===== src/rtl/dibu_debug_pkg.sv =====
// -----------------------------------------------------------------------------
// dibu_debug_pkg
// Shared definitions for the debug read-out blocks.
//   dump_state_t : state encoding of the register-file dump engine
//   DUMP_HDR     : first byte of every dump frame
// -----------------------------------------------------------------------------
package dibu_debug_pkg;

  typedef enum logic [2:0] {
    ST_IDLE    = 3'd0,
    ST_HDR     = 3'd1,
    ST_FETCH   = 3'd2,
    ST_CAPTURE = 3'd3,
    ST_SEND    = 3'd4,
    ST_CSUM    = 3'd5
  } dump_state_t;

  localparam logic [7:0] DUMP_HDR = 8'hA5;

endpackage : dibu_debug_pkg


===== src/rtl/regfile_dumper.sv =====
// -----------------------------------------------------------------------------
// regfile_dumper
// Reads every register of the CPU register file through its registered debug
// read port and streams the contents as a framed byte stream:
//   0xA5, reg0 bytes (LSB first), reg1 bytes, ..., XOR checksum of data bytes.
//
// Ports
//   i_clk         : clock, all logic on posedge
//   i_rst         : synchronous active-high reset
//   i_start       : one-cycle dump request, honoured only when idle
//   o_busy        : high while a frame is in progress
//   o_rf_addr     : register file debug read address (0 when idle)
//   i_rf_data     : register file read data, valid one cycle after o_rf_addr
//   o_out_valid   : byte available
//   i_out_ready   : sink accepts byte
//   o_out_data    : byte value
//   o_out_last    : marks the checksum byte (end of frame)
//   o_dbg_state   : current FSM state, for debug and checkers
//
// Byte stream handshake: a byte moves on a posedge where o_out_valid and
// i_out_ready are both high. o_out_valid depends on state only, and while it
// is high without i_out_ready, o_out_data/o_out_last are held because the
// registers they come from only change on a handshake.
// -----------------------------------------------------------------------------
module regfile_dumper
  import dibu_debug_pkg::*;
#(
  parameter int WIDTH  = 8,
  parameter int N_REGS = 8,
  parameter int ADDR_W = $clog2(N_REGS)
) (
  input  logic              i_clk,
  input  logic              i_rst,
  input  logic              i_start,
  output logic              o_busy,
  output logic [ADDR_W-1:0] o_rf_addr,
  input  logic [WIDTH-1:0]  i_rf_data,
  output logic              o_out_valid,
  input  logic              i_out_ready,
  output logic [7:0]        o_out_data,
  output logic              o_out_last,
  output dump_state_t       o_dbg_state
);

  localparam int BYTES = WIDTH / 8;
  localparam int BC_W  = (BYTES > 1) ? $clog2(BYTES) : 1;

  localparam logic [BC_W-1:0]   LAST_BYTE = BC_W'(BYTES - 1);
  localparam logic [ADDR_W-1:0] LAST_REG  = ADDR_W'(N_REGS - 1);

  dump_state_t       r_state;
  logic [ADDR_W-1:0] r_index;
  logic [BC_W-1:0]   r_byte_cnt;
  logic [WIDTH-1:0]  r_buf;
  logic [7:0]        r_csum;

  dump_state_t       w_state_nxt;
  logic [ADDR_W-1:0] w_index_nxt;
  logic [BC_W-1:0]   w_byte_cnt_nxt;
  logic [WIDTH-1:0]  w_buf_nxt;
  logic [7:0]        w_csum_nxt;

  // State and datapath registers
  always_ff @(posedge i_clk) begin
    if (i_rst) begin
      r_state    <= ST_IDLE;
      r_index    <= '0;
      r_byte_cnt <= '0;
      r_buf      <= '0;
      r_csum     <= '0;
    end else begin
      r_state    <= w_state_nxt;
      r_index    <= w_index_nxt;
      r_byte_cnt <= w_byte_cnt_nxt;
      r_buf      <= w_buf_nxt;
      r_csum     <= w_csum_nxt;
    end
  end

  // Next-state, datapath updates and stream outputs
  always_comb begin
    w_state_nxt    = r_state;
    w_index_nxt    = r_index;
    w_byte_cnt_nxt = r_byte_cnt;
    w_buf_nxt      = r_buf;
    w_csum_nxt     = r_csum;
    o_out_valid    = 1'b0;
    o_out_data     = 8'h00;
    o_out_last     = 1'b0;

    case (r_state)
      ST_IDLE: begin
        if (i_start) begin
          w_state_nxt    = ST_HDR;
          w_index_nxt    = '0;
          w_byte_cnt_nxt = '0;
          w_csum_nxt     = 8'h00;
        end
      end

      ST_HDR: begin
        o_out_valid = 1'b1;
        o_out_data  = DUMP_HDR;
        if (i_out_ready) begin
          w_state_nxt = ST_FETCH;
        end
      end

      // Address is already on o_rf_addr; the register file answers next cycle.
      ST_FETCH: begin
        w_state_nxt = ST_CAPTURE;
      end

      ST_CAPTURE: begin
        w_buf_nxt   = i_rf_data;
        w_state_nxt = ST_SEND;
      end

      ST_SEND: begin
        o_out_valid = 1'b1;
        o_out_data  = r_buf[7:0];
        if (i_out_ready) begin
          w_csum_nxt = r_csum ^ r_buf[7:0];
          if (r_byte_cnt != LAST_BYTE) begin
            w_buf_nxt      = r_buf >> 8;
            w_byte_cnt_nxt = r_byte_cnt + 1'b1;
          end else begin
            w_byte_cnt_nxt = '0;
            // Explicit compare so the index never wraps past the last register.
            if (r_index == LAST_REG) begin
              w_state_nxt = ST_CSUM;
            end else begin
              w_index_nxt = r_index + 1'b1;
              w_state_nxt = ST_FETCH;
            end
          end
        end
      end

      ST_CSUM: begin
        o_out_valid = 1'b1;
        o_out_data  = r_csum;
        o_out_last  = 1'b1;
        if (i_out_ready) begin
          w_state_nxt = ST_IDLE;
          w_index_nxt = '0;  // keeps o_rf_addr at 0 while idle
        end
      end

      default: begin
        w_state_nxt = ST_IDLE;
      end
    endcase
  end

  assign o_busy      = (r_state != ST_IDLE);
  assign o_rf_addr   = r_index;
  assign o_dbg_state = r_state;

endmodule : regfile_dumper


===== config.mk =====
export PLATFORM = sky130hd
export DESIGN_NAME = regfile_dumper
export DESIGN_NICKNAME = d
export VERILOG_FILES = /design/src/rtl/dibu_debug_pkg.sv /design/src/rtl/regfile_dumper.sv
export SDC_FILE = /design/constraint.sdc
export NUM_CORES = 1
export LEC_CHECK = 0
export ABC_AREA = 1
export CELL_PAD_IN_SITES_DETAIL_PLACEMENT = 1
export CELL_PAD_IN_SITES_GLOBAL_PLACEMENT = 2
export CORE_MARGIN = 2
export CORE_UTILIZATION = 28
export CTS_CLUSTER_SIZE = 24
export DETAILED_ROUTE_END_ITERATION = 8
export PLACE_DENSITY_LB_ADDON = 0.1
export SETUP_SLACK_MARGIN = 0.2
export SLEW_MARGIN = 25
export SYNTH_ARGS = -nofsm -noshare
export SYNTH_HDL_FRONTEND = slang
export SYNTH_SLANG_ARGS = --single-unit

===== constraint.sdc =====
create_clock -name i_clk -period 2.06 [get_ports i_clk]
set_input_delay 0.206 -clock i_clk [delete_from_list [all_inputs] [get_ports i_clk]]
set_output_delay 0.206 -clock i_clk [all_outputs]
set_load 0.01 [all_outputs]

==> key figures, run 1 <==
Status
  – Status: finished clean

Timing
  – Final hold slack: 477 ps
  – Slew @ Worst Pin: 432 ps
  – Fmax: 564 MHz
  – RSZ-0062 raised after global routing: yes
  – Max-Slew Margin vs Limit: 0.711
  – TNS Setup: 0 ps
  – Final worst path period need: 1770 ps
  – Final hold violations: 0
  – Fin. max-slew vios: 0
  – Fin crit share: 0.861
  – Final setup viols: 0
  – Clock Skews: 2.92 ps

Worst setup path
  – Worst path bufs/invs: 3
  – Top Family by Delay on Critical Path: buffers and inverters
  – Worst Path Arrival: 1570 ps
  – Setup crit start: o_dbg_state[0]
  – Reg-to-Reg End: o_rf_addr[1]
  – Worst r2r path cells: 8
  – Critical path depth: 5
  – Crit path top cell by count: inv_1
  – Max incr delay on CP: between 500 and 600 ps
  – Crit-path max FO: 6
  – Reg2reg setup slack: 510 ps
  – RR Startpoint: o_rf_addr[0]
  – CP required: 1850 ps
  – Crit path to: o_out_valid
  – CP max-delay cell: clkdlybuf4s50_1
  – Setup crit start kind: flip-flop
  – Critical path type: flip-flop to output port
  – Worst-path cell chain: inv_1 -> nor3_2 -> inv_1 -> nand2_1 -> clkdlybuf4s50_1
  – Crit end category: output port

Job
  – Max-Cap Viols: 0

Yosys
  – Synth top area share: 0.364
  – Post-synth cell types: 23
  – Syn_nets: 186
  – Top cell type by total area after synthesis: dfxtp_1
  – Syn_area_per_cell: 7.03 µm²
  – Sequential share of the synthesized area: 0.364
  – YS warnings: 0
  – Largest cells by area after synthesis: dfxtp_1 (36%), nand2_1 (11%), inv_1 (7.5%)
  – Post-synthesis cell count: around 170
  – Synth Register Bits: 22
  – Mapped Area: approximately 1200 µm²

Hold path
  – Min-Delay Startpoint: r_csum[7]
  – WHS Path Cells: 2
  – Worst hold path type: flip-flop to flip-flop

Routing
  – Initial DRC count: 26
  – Avg WL per Cell: between 10 and 15 µm
  – Via-per-instance ratio: 4.83
  – Drt total wl: roughly 3500 µm
  – Final ANT Viol Nets: 0
  – DR DRC count: 0
  – Pre-antenna DRT Iters: 4
  – Vias: 1223

Placement
  – Detailed Place HPWL: 2620 µm
  – Final GP Congestion: 0.846
  – Port bufs: 28

Pwr
  – Pwr per Cell Area: 1280 nW/µm²
  – Pleak: 0.000697 µW
  – Largest vdd supply drop: 0.594 mV

Finish
  – Antenna fix cells: 0
  – Synthesis-to-layout area growth: 34.3%
  – Net count, final: 218
  – Filler cells: approximately 520
  – Layout cells sized above 1: 0.177

Floorplanning
  – Core Footprint: slightly above 4000 µm²
  – Total die area: 4860 µm²
  – Die W: 69.7 µm
  – IO Count: 29
  – FP Rows: 23
  – Die Y: around 70 µm
  – Initial Utilization: 0.296

GRT
  – Aggregate global-route resource usage: 0.157
  – Largest net degree at the start of global routing: 21
  – Initial antenna violation count: 0
  – Congestion Overflow GR: 0
  – First-pass GRT wire length: 6060 µm
  – Vias in the first global route: 1275

Clocking
  – Clock Sinks: 22
  – Clock root buffer: clkbuf_8
  – Clock buffer count from CTS: 3
  – Clock buffer depth: 2
  – # hold bufs at CTS: 0
  – CTS tree: built
  – H-tree lvl count: 1
  – CTS clock-pin slew for the worst setup and hold paths: 80 ps
  – Clk_lat worst skew: 260 ps
-- worst min path at each step --
stage	to
floorplan	o_dbg_state[0]
global placement	r_csum[1]
detailed placement	r_csum[2]
CTS	r_csum[7]
global route	r_csum[5]
finish	r_csum[7]
-- logic make-up after synthesis --
| logic type | synth area share |
|---|---|
| adders and majority gates | 0.0207 |
| and+or+nand+nor | 0.268 |
| AOI/OAI and AO/OA | 0.234 |
| DFF | 0.364 |
| buffers and inverters | 0.113 |
-- layout make-up --
| type | count | area (µm²) | share of cell area |
|---|---|---|---|
| Clock buffer | 4 | 55.1 | 0.0339 |
| Inverter | 25 | 93.8 | 0.0578 |
| Multi-Input combinational cell | 118 | 644 | 0.397 |
| Sequential cell | 22 | 449 | 0.277 |
| Tap cell | 50 | 62.6 | 0.0386 |
| Timing Repair Buffer | 34 | 318 | 0.196 |
-- cells in the final DEF, fill, tap and decap left out --
master and count:
nor2_1 11, nor2_4 3, dfxtp_4 2, o21ai_0 17, nor3_1 2, nand2_4 1
inv_2 2, nor2_2 1, inv_1 23, buf_4 6, a21oi_2 8, nand2_2 4
dlymetal6s2s_1 1, nor3_2 1, dfxtp_1 19, a21oi_1 10, nand3b_1 1, o21ai_2 2
clkbuf_8 4, nand3_1 10, dfxtp_2 1, nand2_1 36, or2_2 1, o221ai_1 4
clkdlybuf4s50_1 19, ha_1 2, o22ai_1 4, dlygate4sd2_1 8
-- per-stage QoR --
step	instance area, µm²	cells	total power (µW)	utilization	worst slack, ps
after floorplan	1210	172	1350	-	728
after CTS	1620	253	2130	0.396	244
after global placement	1550	248	1740	0.378	164
after detailed placement	1550	248	1780	0.378	99.7
final	1620	253	2080	0.397	287
after global routing	1620	253	2290	0.397	173
-- cell usage after synthesis --
cell type,number
a21oi_1,10
a21oi_2,8
buf_1,1
buf_2,4
buf_4,1
buf_6,1
dfxtp_1,22
ha_1,2
inv_1,24
inv_2,1
nand2_1,37
nand2_2,4
nand3_1,10
nand3b_1,1
nor2_1,11
nor2_2,1
nor2_4,3
nor3_1,3
o21ai_0,17
o21ai_2,2
o221ai_1,4
o22ai_1,4
or2_2,1
-- what timing repair did --
item,in CTS,in global routing
endpoints found under the setup margin,10,3
buffers inserted,1,0
resized for setup,16,2
pin swaps,0,0
-- state kept, by name, indices dropped and copies added (netlist names) --
name,flops
r_buf,8
r_csum,8
o_dbg_state,3
o_rf_addr,3
-- metal layers --
layer	up-vias	part of all wire	global-route usage	wire, µm
met3	2	0.030	0.0392	106
li1	628	-	-	-
met1	575	0.47	0.203	1660
met4	0	0.0060	0.0256	21
met2	18	0.49	0.267	1720
met5	-	0	0	0
-- worst min-delay path, stage by stage, from the launching register on --
cell,delay [ps]
dfxtp_1,300
inv_1,80
a21oi_2,50
-- report_power, final --
group	switching [µW]	total, µW	internal (µW)
registers	83.6	588	505
clock network	139	309	170
logic	711	1180	471
total	934	2080	1150
No activity file was read; power rests on OpenSTA's default activity.
==> inputs of run 2 (changes only) <==
--- a/config.mk
+++ b/config.mk
@@ -8,7 +8,7 @@
 export ABC_AREA = 1
 export CELL_PAD_IN_SITES_DETAIL_PLACEMENT = 1
 export CELL_PAD_IN_SITES_GLOBAL_PLACEMENT = 2
-export CORE_MARGIN = 2
+export CORE_MARGIN = 3
 export CORE_UTILIZATION = 28
 export CTS_CLUSTER_SIZE = 24
 export DETAILED_ROUTE_END_ITERATION = 8
==> run 2 against run 1 <==
Against the previous run:
- die area up 5.8%
- sequential share of layout area up 0.28 points
- clock-buffer cell count decreased by 1
- worst hold slack got worse by 0.92 ps
- largest cell class unchanged
- critical endpoint is now o_out_last
==> key figures, run 2 (same netlist as run 1, synthesis figures left out) <==
Floorplanning
  – FP Rows: 23
  – IO Count: 29
  – Core Footprint: 4090 µm²
  – Die W: between 70 and 80 µm
  – Die Y: between 70 and 80 µm
  – Total die area: 5140 µm²
  – Initial Utilization: 0.296

Routing
  – Initial DRC count: 18
  – Via-per-instance ratio: 4.89
  – Vias: 1227
  – Drt total wl: 3640 µm
  – DR DRC count: 0
  – Final ANT Viol Nets: 0
  – Avg WL per Cell: 14.5 µm
  – Pre-antenna DRT Iters: 3

GRT
  – Aggregate global-route resource usage: 0.150
  – Vias in the first global route: 1278
  – Congestion Overflow GR: 0
  – Initial antenna violation count: 0
  – Largest net degree at the start of global routing: 21
  – First-pass GRT wire length: ~6000 µm

Clocking
  – H-tree lvl count: 1
  – Clock buffer count from CTS: 3
  – Post-CTS Setup Bufs: 0
  – CTS clock-pin slew for the worst setup and hold paths: 90 ps
  – Clock buffer depth: 2
  – Clk_lat worst skew: approximately 270 ps
  – Clock Sinks: 22
  – Clock root buffer: clkbuf_8
  – CTS tree: built

Job
  – Max-Cap Viols: 0

Worst setup path
  – Worst Path Arrival: 1610 ps
  – CP required: 1850 ps
  – Max incr delay on CP: 520 ps
  – Top Family by Delay on Critical Path: buffers and inverters
  – Critical path type: flip-flop to output port
  – Crit-path max FO: 8
  – Setup crit start kind: flip-flop
  – Worst-path cell chain: nand3_1 -> buf_6 -> inv_1 -> clkdlybuf4s50_1
  – CP max-delay cell: clkdlybuf4s50_1
  – Worst path bufs/invs: 3
  – Crit end category: output port

Timing
  – Fin. max-slew vios: 0
  – RSZ-0062 raised after global routing: yes
  – Slew @ Worst Pin: 432 ps
  – Fin crit share: 0.884
  – Final hold violations: 0
  – Final setup viols: 0
  – TNS Setup: 0 ps
  – Max-Slew Margin vs Limit: 0.712
  – Final hold slack: roughly 480 ps
  – Clock Skews: about 10 ps
  – Fmax: between 500 and 600 MHz
  – Final worst path period need: 1820 ps

Finish
  – Layout cells sized above 1: 0.174
  – Largest regs: r_buf: 8 flops, r_csum: 8 flops
  – Most common cell after layout, fill and taps aside: nand2_1
  – Multi-input gate area: between 600 and 700 µm²
  – Highest-count cells in the layout ignoring fill and taps: nand2_1 (36), inv_1 (22), clkdlybuf4s50_1 (19), dfxtp_1 (19), o21ai_0 (17)
  – Cell area after layout: 1610 µm²
  – Antenna fix cells: 0
  – Filler cells: 531
  – Sequential cell area: roughly 450 µm²
  – Net count, final: 217
  – Synthesis-to-layout area growth: 32.9%
  – Final Instance Count excl. Fillers: 251

Placement
  – Port bufs: 28
  – Detailed Place HPWL: between 2000 and 3000 µm
  – Placed cell count: 248
  – Placed inst area: 1550 µm²
  – Final GP Congestion: 0.789

Status
  – Status: finished clean

Pwr
  – Design Power: between 2000 and 2500 µW
  – Pwr per Cell Area: around 1300 nW/µm²
  – Largest vdd supply drop: 0.582 mV
  – Pleak: 0.000675 µW

Hold path
  – Worst hold path type: flip-flop to flip-flop
## run 2: changes by cell type in the layout (fill, tap and decap cells not counted), sizes merged
cell	previous run	this run
clkbuf	4	3
buf	6	5
## run 2: per-stage QoR
stage	worst slack, ps	utilization
6_report	239	0.393
5_1_grt	164	0.393
4_1_cts	150	0.389
3_5_place_dp	124	0.378
3_3_place_gp	161	0.378
2_1_floorplan	728	-
## run 2: worst paths after layout
path                        from            to  slack [ps]  cells past startpoint
hold / removal          r_buf[2]     r_csum[2]         480                      2
hold reg to reg         r_buf[2]     r_csum[2]         480                      2
setup / recovery  o_dbg_state[2]    o_out_last         240                      4
setup reg to reg    o_rf_addr[0]  o_rf_addr[1]         520                      8
## run 2: metal layers
| layer | track usage | part of all wire | wire [µm] | vias up |
|---|---|---|---|---|
| met5 | 0 | 0 | 0 | - |
| met3 | 0.0238 | 0.029 | 105 | 5 |
| met4 | 0.0438 | 0.012 | 42 | 0 |
| met2 | 0.257 | 0.49 | 1780 | 19 |
| met1 | 0.194 | 0.47 | 1710 | 583 |
| li1 | - | - | - | 620 |
## run 2: power breakdown
group	leakage (µW)	total [µW]	internal, µW	switching, µW
sequential	0.000180	592	504	87.6
clock	0.0000216	273	131	142
combinational	0.000474	1170	458	709
## run 2: area by class of cell
cell class | count | share of cell area
multi-input cells | 118 | 0.402
flip-flops and latches | 22 | 0.280
repair buffers | 33 | 0.195
inverters | 25 | 0.0584
well taps | 50 | 0.0389
clock buffers | 3 | 0.0257
## run 2: what timing repair did
item | in CTS | in global routing
endpoints found under the setup margin | 10 | 5
pin swaps | 0 | 0
resized for setup | 15 | 5
hold buffers | 0 | 0
cloned | 0 | 0
## run 2: worst register-to-register path: stages (launching register included)
cell and delay [ps]:
dfxtp_1 350, ha_1 210, ha_1 210, nand3_1 200, nand2_1 80, nor2_1 180
nand3_1 110, nand2_1 70, nor2_1 40
==> inputs of run 3 (changes only) <==
--- a/config.mk
+++ b/config.mk
@@ -12,9 +12,9 @@
 export CORE_UTILIZATION = 28
 export CTS_CLUSTER_SIZE = 24
 export DETAILED_ROUTE_END_ITERATION = 8
+export GPL_TIMING_DRIVEN = 1
 export PLACE_DENSITY_LB_ADDON = 0.1
 export SETUP_SLACK_MARGIN = 0.2
-export SLEW_MARGIN = 25
 export SYNTH_ARGS = -nofsm -noshare
 export SYNTH_HDL_FRONTEND = slang
 export SYNTH_SLANG_ARGS = --single-unit
==> results of run 3 <==
The final DEF is identical to that of run 2; final timing and power are the same.
